[src/rtl/spi_cfg_pkg.sv]
// rtl/spi_cfg_pkg.sv - shared types and constants for the configurable SPI master
package spi_cfg_pkg;

    typedef enum logic [1:0] {
        IDLE  = 2'd0,
        SETUP = 2'd1,
        XFER  = 2'd2,
        HOLD  = 2'd3
    } spi_state_t;

    // SPI modes encoded as {cpol, cpha}
    localparam logic [1:0] SPI_MODE0 = 2'b00;
    localparam logic [1:0] SPI_MODE1 = 2'b01;
    localparam logic [1:0] SPI_MODE2 = 2'b10;
    localparam logic [1:0] SPI_MODE3 = 2'b11;

    // Cycles from the cycle start is sampled in to the done cycle
    function automatic int unsigned frame_cycles(input int unsigned data_w, input int unsigned clk_div);
        return 1 + clk_div * (2 * data_w + 2);
    endfunction

endpackage

[src/rtl/spi_clk_tick.sv]
// rtl/spi_clk_tick.sv - SCLK half-period divider with leading/trailing phase flag
module spi_clk_tick #(
    parameter int CLK_DIV = 4
) (
    input  logic clk,
    input  logic rst_n,
    input  logic en,
    input  logic clr,
    input  logic phase_en,
    output logic tick,
    output logic trail
);

    localparam int CW = $clog2(CLK_DIV);
    localparam logic [CW-1:0] CNT_MAX = CW'(CLK_DIV - 1);

    logic [CW-1:0] cnt;

    assign tick = en && (cnt == CNT_MAX);

    // Divider counts 0..CLK_DIV-1; phase flips on each SCLK edge while phase_en is set
    always_ff @(posedge clk or negedge rst_n) begin
        if (!rst_n) begin
            cnt   <= '0;
            trail <= 1'b0;
        end else if (clr) begin
            cnt   <= '0;
            trail <= 1'b0;
        end else if (en) begin
            cnt <= tick ? '0 : cnt + CW'(1);
            if (tick && phase_en) begin
                trail <= ~trail;
            end
        end
    end

endmodule

[src/rtl/spi_master_cfg.sv]
// rtl/spi_master_cfg.sv - configurable SPI master (optional SPI_MASTER_LOOPBACK_EN adds loopback input)
module spi_master_cfg
    import spi_cfg_pkg::*;
#(
    parameter int DATA_W    = 8,
    parameter int CLK_DIV   = 4,
    parameter int LSB_FIRST = 0
) (
    input  logic              clk,
    input  logic              reset_n,
    input  logic              start,
    input  logic              cpol,
    input  logic              cpha,
    input  logic [DATA_W-1:0] tx_data,
    input  logic              miso,
`ifdef SPI_MASTER_LOOPBACK_EN
    input  logic              loopback,
`endif
    output logic              busy,
    output logic              done,
    output logic [DATA_W-1:0] rx_data,
    output logic              sclk,
    output logic              mosi,
    output logic              cs_n
);

    localparam int BW = $clog2(DATA_W);
    localparam logic [BW-1:0] BIT_LAST = BW'(DATA_W - 1);

    spi_state_t        state, state_next;
    logic              tick, trail;
    logic              mode_cpol, mode_cpha;
    logic [DATA_W-1:0] tx_sr, rx_sr;
    logic [BW-1:0]     bit_cnt;
    logic              rx_in;
    logic              accept, last_edge, finish;
    logic              xfer_tick, lead_tick, trail_tick, do_sample, do_shift;

    function automatic logic first_bit(input logic [DATA_W-1:0] v);
        return (LSB_FIRST != 0) ? v[0] : v[DATA_W-1];
    endfunction

    function automatic logic [DATA_W-1:0] shift_out(input logic [DATA_W-1:0] v);
        return (LSB_FIRST != 0) ? (v >> 1) : (v << 1);
    endfunction

    function automatic logic [DATA_W-1:0] shift_in(input logic [DATA_W-1:0] v, input logic b);
        if (LSB_FIRST != 0) begin
            return {b, v[DATA_W-1:1]};
        end
        return {v[DATA_W-2:0], b};
    endfunction

`ifdef SPI_MASTER_LOOPBACK_EN
    assign rx_in = loopback ? mosi : miso;
`else
    assign rx_in = miso;
`endif

    spi_clk_tick #(.CLK_DIV(CLK_DIV)) u_tick (
        .clk      (clk),
        .rst_n    (reset_n),
        .en       (state != IDLE),
        .clr      (state == IDLE),
        .phase_en (state == XFER),
        .tick     (tick),
        .trail    (trail)
    );

    // State register
    always_ff @(posedge clk or negedge reset_n) begin
        if (!reset_n) begin
            state <= IDLE;
        end else begin
            state <= state_next;
        end
    end

    // Next state and per-edge strobes; sample/shift roles swap with cpha
    always_comb begin
        state_next = state;
        accept     = 1'b0;
        last_edge  = 1'b0;
        finish     = 1'b0;
        xfer_tick  = (state == XFER) && tick;
        lead_tick  = xfer_tick && !trail;
        trail_tick = xfer_tick && trail;
        case (state)
            IDLE: begin
                if (start) begin
                    state_next = SETUP;
                    accept     = 1'b1;
                end
            end
            SETUP: begin
                if (tick) begin
                    state_next = XFER;
                end
            end
            XFER: begin
                if (trail_tick && (bit_cnt == BIT_LAST)) begin
                    state_next = HOLD;
                    last_edge  = 1'b1;
                end
            end
            HOLD: begin
                if (tick) begin
                    state_next = IDLE;
                    finish     = 1'b1;
                end
            end
            default: state_next = IDLE;
        endcase
        do_sample = mode_cpha ? trail_tick : lead_tick;
        do_shift  = mode_cpha ? lead_tick : (trail_tick && !last_edge);
    end

    // Pin flops, mode latches and shift registers
    always_ff @(posedge clk or negedge reset_n) begin
        if (!reset_n) begin
            sclk      <= 1'b0;
            mosi      <= 1'b0;
            cs_n      <= 1'b1;
            busy      <= 1'b0;
            done      <= 1'b0;
            rx_data   <= '0;
            mode_cpol <= 1'b0;
            mode_cpha <= 1'b0;
            tx_sr     <= '0;
            rx_sr     <= '0;
            bit_cnt   <= '0;
        end else begin
            done <= finish;
            if (accept) begin
                mode_cpol <= cpol;
                mode_cpha <= cpha;
                sclk      <= cpol;
                cs_n      <= 1'b0;
                busy      <= 1'b1;
                bit_cnt   <= '0;
                if (!cpha) begin
                    mosi  <= first_bit(tx_data);
                    tx_sr <= shift_out(tx_data);
                end else begin
                    tx_sr <= tx_data;
                end
            end
            if (xfer_tick) begin
                sclk <= ~sclk;
            end
            if (do_shift) begin
                mosi  <= first_bit(tx_sr);
                tx_sr <= shift_out(tx_sr);
            end
            if (do_sample) begin
                rx_sr <= shift_in(rx_sr, rx_in);
            end
            if (trail_tick) begin
                bit_cnt <= bit_cnt + BW'(1);
            end
            if (finish) begin
                cs_n    <= 1'b1;
                busy    <= 1'b0;
                rx_data <= rx_sr;
            end
        end
    end

endmodule

[config.mk]
export PLATFORM = sky130hd
export DESIGN_NAME = spi_master_cfg
export DESIGN_NICKNAME = d
export VERILOG_FILES = /design/src/rtl/spi_cfg_pkg.sv /design/src/rtl/spi_clk_tick.sv /design/src/rtl/spi_master_cfg.sv
export SDC_FILE = /design/constraint.sdc
export NUM_CORES = 1
export LEC_CHECK = 0
export CORE_UTILIZATION = 53
export CTS_CLUSTER_SIZE = 12
export DETAILED_ROUTE_END_ITERATION = 6
export GPL_ROUTABILITY_DRIVEN = 0
export GPL_TIMING_DRIVEN = 1
export PLACE_DENSITY = 0.78
export SLEW_MARGIN = 30
export SYNTH_ARGS = -nofsm -noshare
export SYNTH_HDL_FRONTEND = slang
export SYNTH_SLANG_ARGS = --single-unit
[constraint.sdc]
create_clock -name clk -period 2.2 [get_ports clk]
set_input_delay 0.44 -clock clk [delete_from_list [all_inputs] [get_ports clk]]
set_output_delay 0.44 -clock clk [all_outputs]
set_load 0.02 [all_outputs]
==> summary.md <==
| Metric | Value |
|---|---|
| Status | `finished, final reports clean` |
| CTS Buf Count | `5` |
| NumNets Final | `193` |
| Worst path arrival time | `1.48 ns` |
| Reg-to-reg endpoint | `state[1]` |
| Kind of start point of the critical path | `flop` |
| Multiplexer share of the synthesized area | `26.9%` |
| Internal Pwr Total | `0.00158 W` |
| Vias | `1148` |
| DR vias/cell | `5.24` |
| # rows | `21` |
| Mapped Cells | `139` |
| Worst slew pin tran | `0.831 ns` |
| CTS resizes | `0` |
| Commonest non-fill, non-tap cells in the layout | `dfrtp_1 (37), clkdlybuf4s50_1 (25), mux2_2 (20), mux2i_1 (15), nand2_1 (11)` |
| Min cycle time layout | `1.92 ns` |
| Switch Pwr | `0.000778 W` |
| Starting Density | `55.2%` |
| Flops & latches, synth | `38` |
| Comb pwr share | `37.4%` |
| RR Startpoint | `state[1]` |
| WP data required | `1.76 ns` |
| CP max FO | `2` |
| WL/cell | `14.7 um` |
| Critical Path End | `cs_n` |
| Number of buffer cells added on primary ports | `26` |
| Pleak | `1.11 nW` |
| Worst slew margin | `44.6%` |
| Finish-stage setup viols | `0` |
| Critical path buffers and inverters | `1` |
| Core ar. | `3340 um2` |
| Distinct cell type count after synthesis | `31` |
| GRT Residual Overflow | `0` |
| Largest net degree at the start of global routing | `39` |
| Crit path largest cell delay | `0.61 ns` |
| Switching Fraction | `32.9%` |
| Crit. Startpoint | `cs_n` |
| Die Y | `60.9 um` |
| Area of the multi-input gates | `828 um2` |
| Vias in the first global route | `1123` |
| Seq pwr share | `43.3%` |
| Die area | `3710 um2` |
| Drc violations | `0` |
| Syn Std Cell Area | `1840 um2` |
| Core Util, Final | `67.0%` |
| Largest delay share family, worst path | `buffers and inverters` |
| Synth Area per Inst | `13.2 um2` |
| CP max stage cell | `clkdlybuf4s50_1` |
| Global-route wire length before repair | `5.22 mm` |
| Number of hold buffers added after CTS | `0` |
| Final slew viol count | `0` |
| Chip width | `60.9 um` |
| Detail Route Antenna Nets | `0` |
| DR pass1 iterations | `4` |
| H-tree levels | `2` |
| Adder-Cell Fraction of Synth Area | `4.76%` |
| Final hold violation count | `0` |
| Clock group share of total power | `19.3%` |
| Final WL | `3.21 mm` |
| Pwr Density | `1060 nW/um2` |
| Clk slew on worst S/H paths | `0.11 ns` |
| FMAX | `520 MHz` |
| RSZ-0062 raised after global routing | `no` |
| Max VDD drop | `630 uV` |
| Yosys warning count | `0` |
| Synth Area in Compound Gates | `4.49%` |
| Clock skew | `0.0105 ns` |
| Total stage count of the critical path | `1` |
| Layout cells sized above 1 | `26.6%` |
| Total negative setup slack | `0 ns` |
| Synth Net Count | `160` |
| Reg2Reg Depth | `6` |
| Top-Level Pins | `27` |
| Gr usage total | `20.0%` |
| Register area | `952 um2` |
| Critical path class | `reg -> out` |
| Most common cell after layout, fill and taps aside | `dfrtp_1` |
| Sequential fraction of the synthesis area | `51.7%` |
| CTS tree | `done` |
| Critical Path End Type | `primary output` |
| Clock latency on the worst-skew pair | `0.34 ns` |
| Dpl hpwl | `2.36 mm` |
| Initial DRC count | `51` |
| Min-Delay Path Class | `in -> async` |
| Cells along the critical path | `clkdlybuf4s50_1` |
| Simple-gate share of the synthesized area | `7.41%` |
| Clock tree buffer depth | `2` |
| Synth Area in XOR/XNOR | `1.43%` |
| Largest family of logic cells by synthesized area | `multiplexers` |
| Final Cycle Share | `87.4%` |
| Syn-to-layout area delta | `21.4%` |
| Clock root buffer | `clkbuf_4` |
| Max cap viols | `0` |
| Number of diodes | `0` |
| Initial antenna violation count | `0` |
| FILL cells | `266` |
| Post-CTS Repair Setup Buffers | `0` |
| R2R Setup Slk | `0.35 ns` |
| CTS Sinks | `38` |
## kinds of logic after synthesis
family,count (synthesis)
AO/OA/AOI/OAI,11
multiplexers,43
AND/OR/NAND/NOR,25
buffers and inverters,12
flip-flops,38
adder cells (fa/ha/maj),7
XOR/XNOR,3
## worst min path at each step
stage,to,cells past startpoint
after floorplan,bit_cnt[0],0
after global placement,u_tick.cnt[0],1
after detailed placement,u_tick.cnt[0],1
after CTS,sclk,1
after global routing,mosi,1
final,tx_sr[6],1
## per-layer routing
metal  share of wire (%)  global-route usage, %
met4                0.84                   6.82
met5                   0                      0
met1                  43                   23.0
met3                 3.6                   6.82
met2                  53                   35.0
## metrics by stage
stage	std cells	hold WS [ns]	total power [W]	cell area, um2	worst slack (ns)
after floorplan	139	0.144	0.00163	1840	0.576
after global placement	211	0.429	0.00186	2160	0.284
after detailed placement	211	0.446	0.00193	2160	0.202
after CTS	219	0.210	0.00240	2230	0.247
after global routing	219	0.218	0.00253	2230	0.202
final	219	0.186	0.00236	2230	0.278
## power by group through the flow
stage | logic [W] | registers [W] | clock network, W
after floorplan | 0.000560 | 0.00107 | 0
after global placement | 0.000839 | 0.00103 | 0
after detailed placement | 0.000890 | 0.00104 | 0
after CTS | 0.000894 | 0.00103 | 0.000475
after global routing | 0.000979 | 0.00105 | 0.000507
final | 0.000883 | 0.00102 | 0.000456
## cells in the mapped netlist (all sizes together)
master	count	share of area [%]
ha	7	4.8
o21bai	1	0.41
buf	5	1.8
xor2	2	0.95
and3	1	0.34
a211oi	1	0.41
a21boi	1	0.41
xnor2	1	0.48
nor2	2	0.41
nor3	1	0.27
and4b	1	0.54
nand3b	1	0.41
dfstp	1	1.4
nand2	12	2.6
o21ai	3	0.82
mux2	28	19
a21oi	3	0.82
mux2i	15	8.2
and2	1	0.34
dfrtp	37	50
nand4	1	0.34
o211ai	1	1.2
inv	7	1.4
nor4b	1	0.48
nor2b	3	1.0
a221oi	1	0.48
nor3b	1	0.68
## flip-flops by register name, summed over array words and instances (netlist names), 2 cells and up
name	flops
bit_cnt	3
tx_sr	8
rx_data	8
u_tick.cnt	2
state	2
rx_sr	8
## layout make-up
| type | instances | share of cell area, % |
|---|---|---|
| multi-input combinational | 89 | 37.1 |
| clock buffer | 5 | 1.68 |
| inverter | 7 | 1.18 |
| sequential | 38 | 42.6 |
| timing repair buffer | 31 | 13.1 |
| tap | 46 | 2.58 |
| clock inverter | 3 | 1.79 |
No activity file was read; power rests on OpenSTA's default activity.
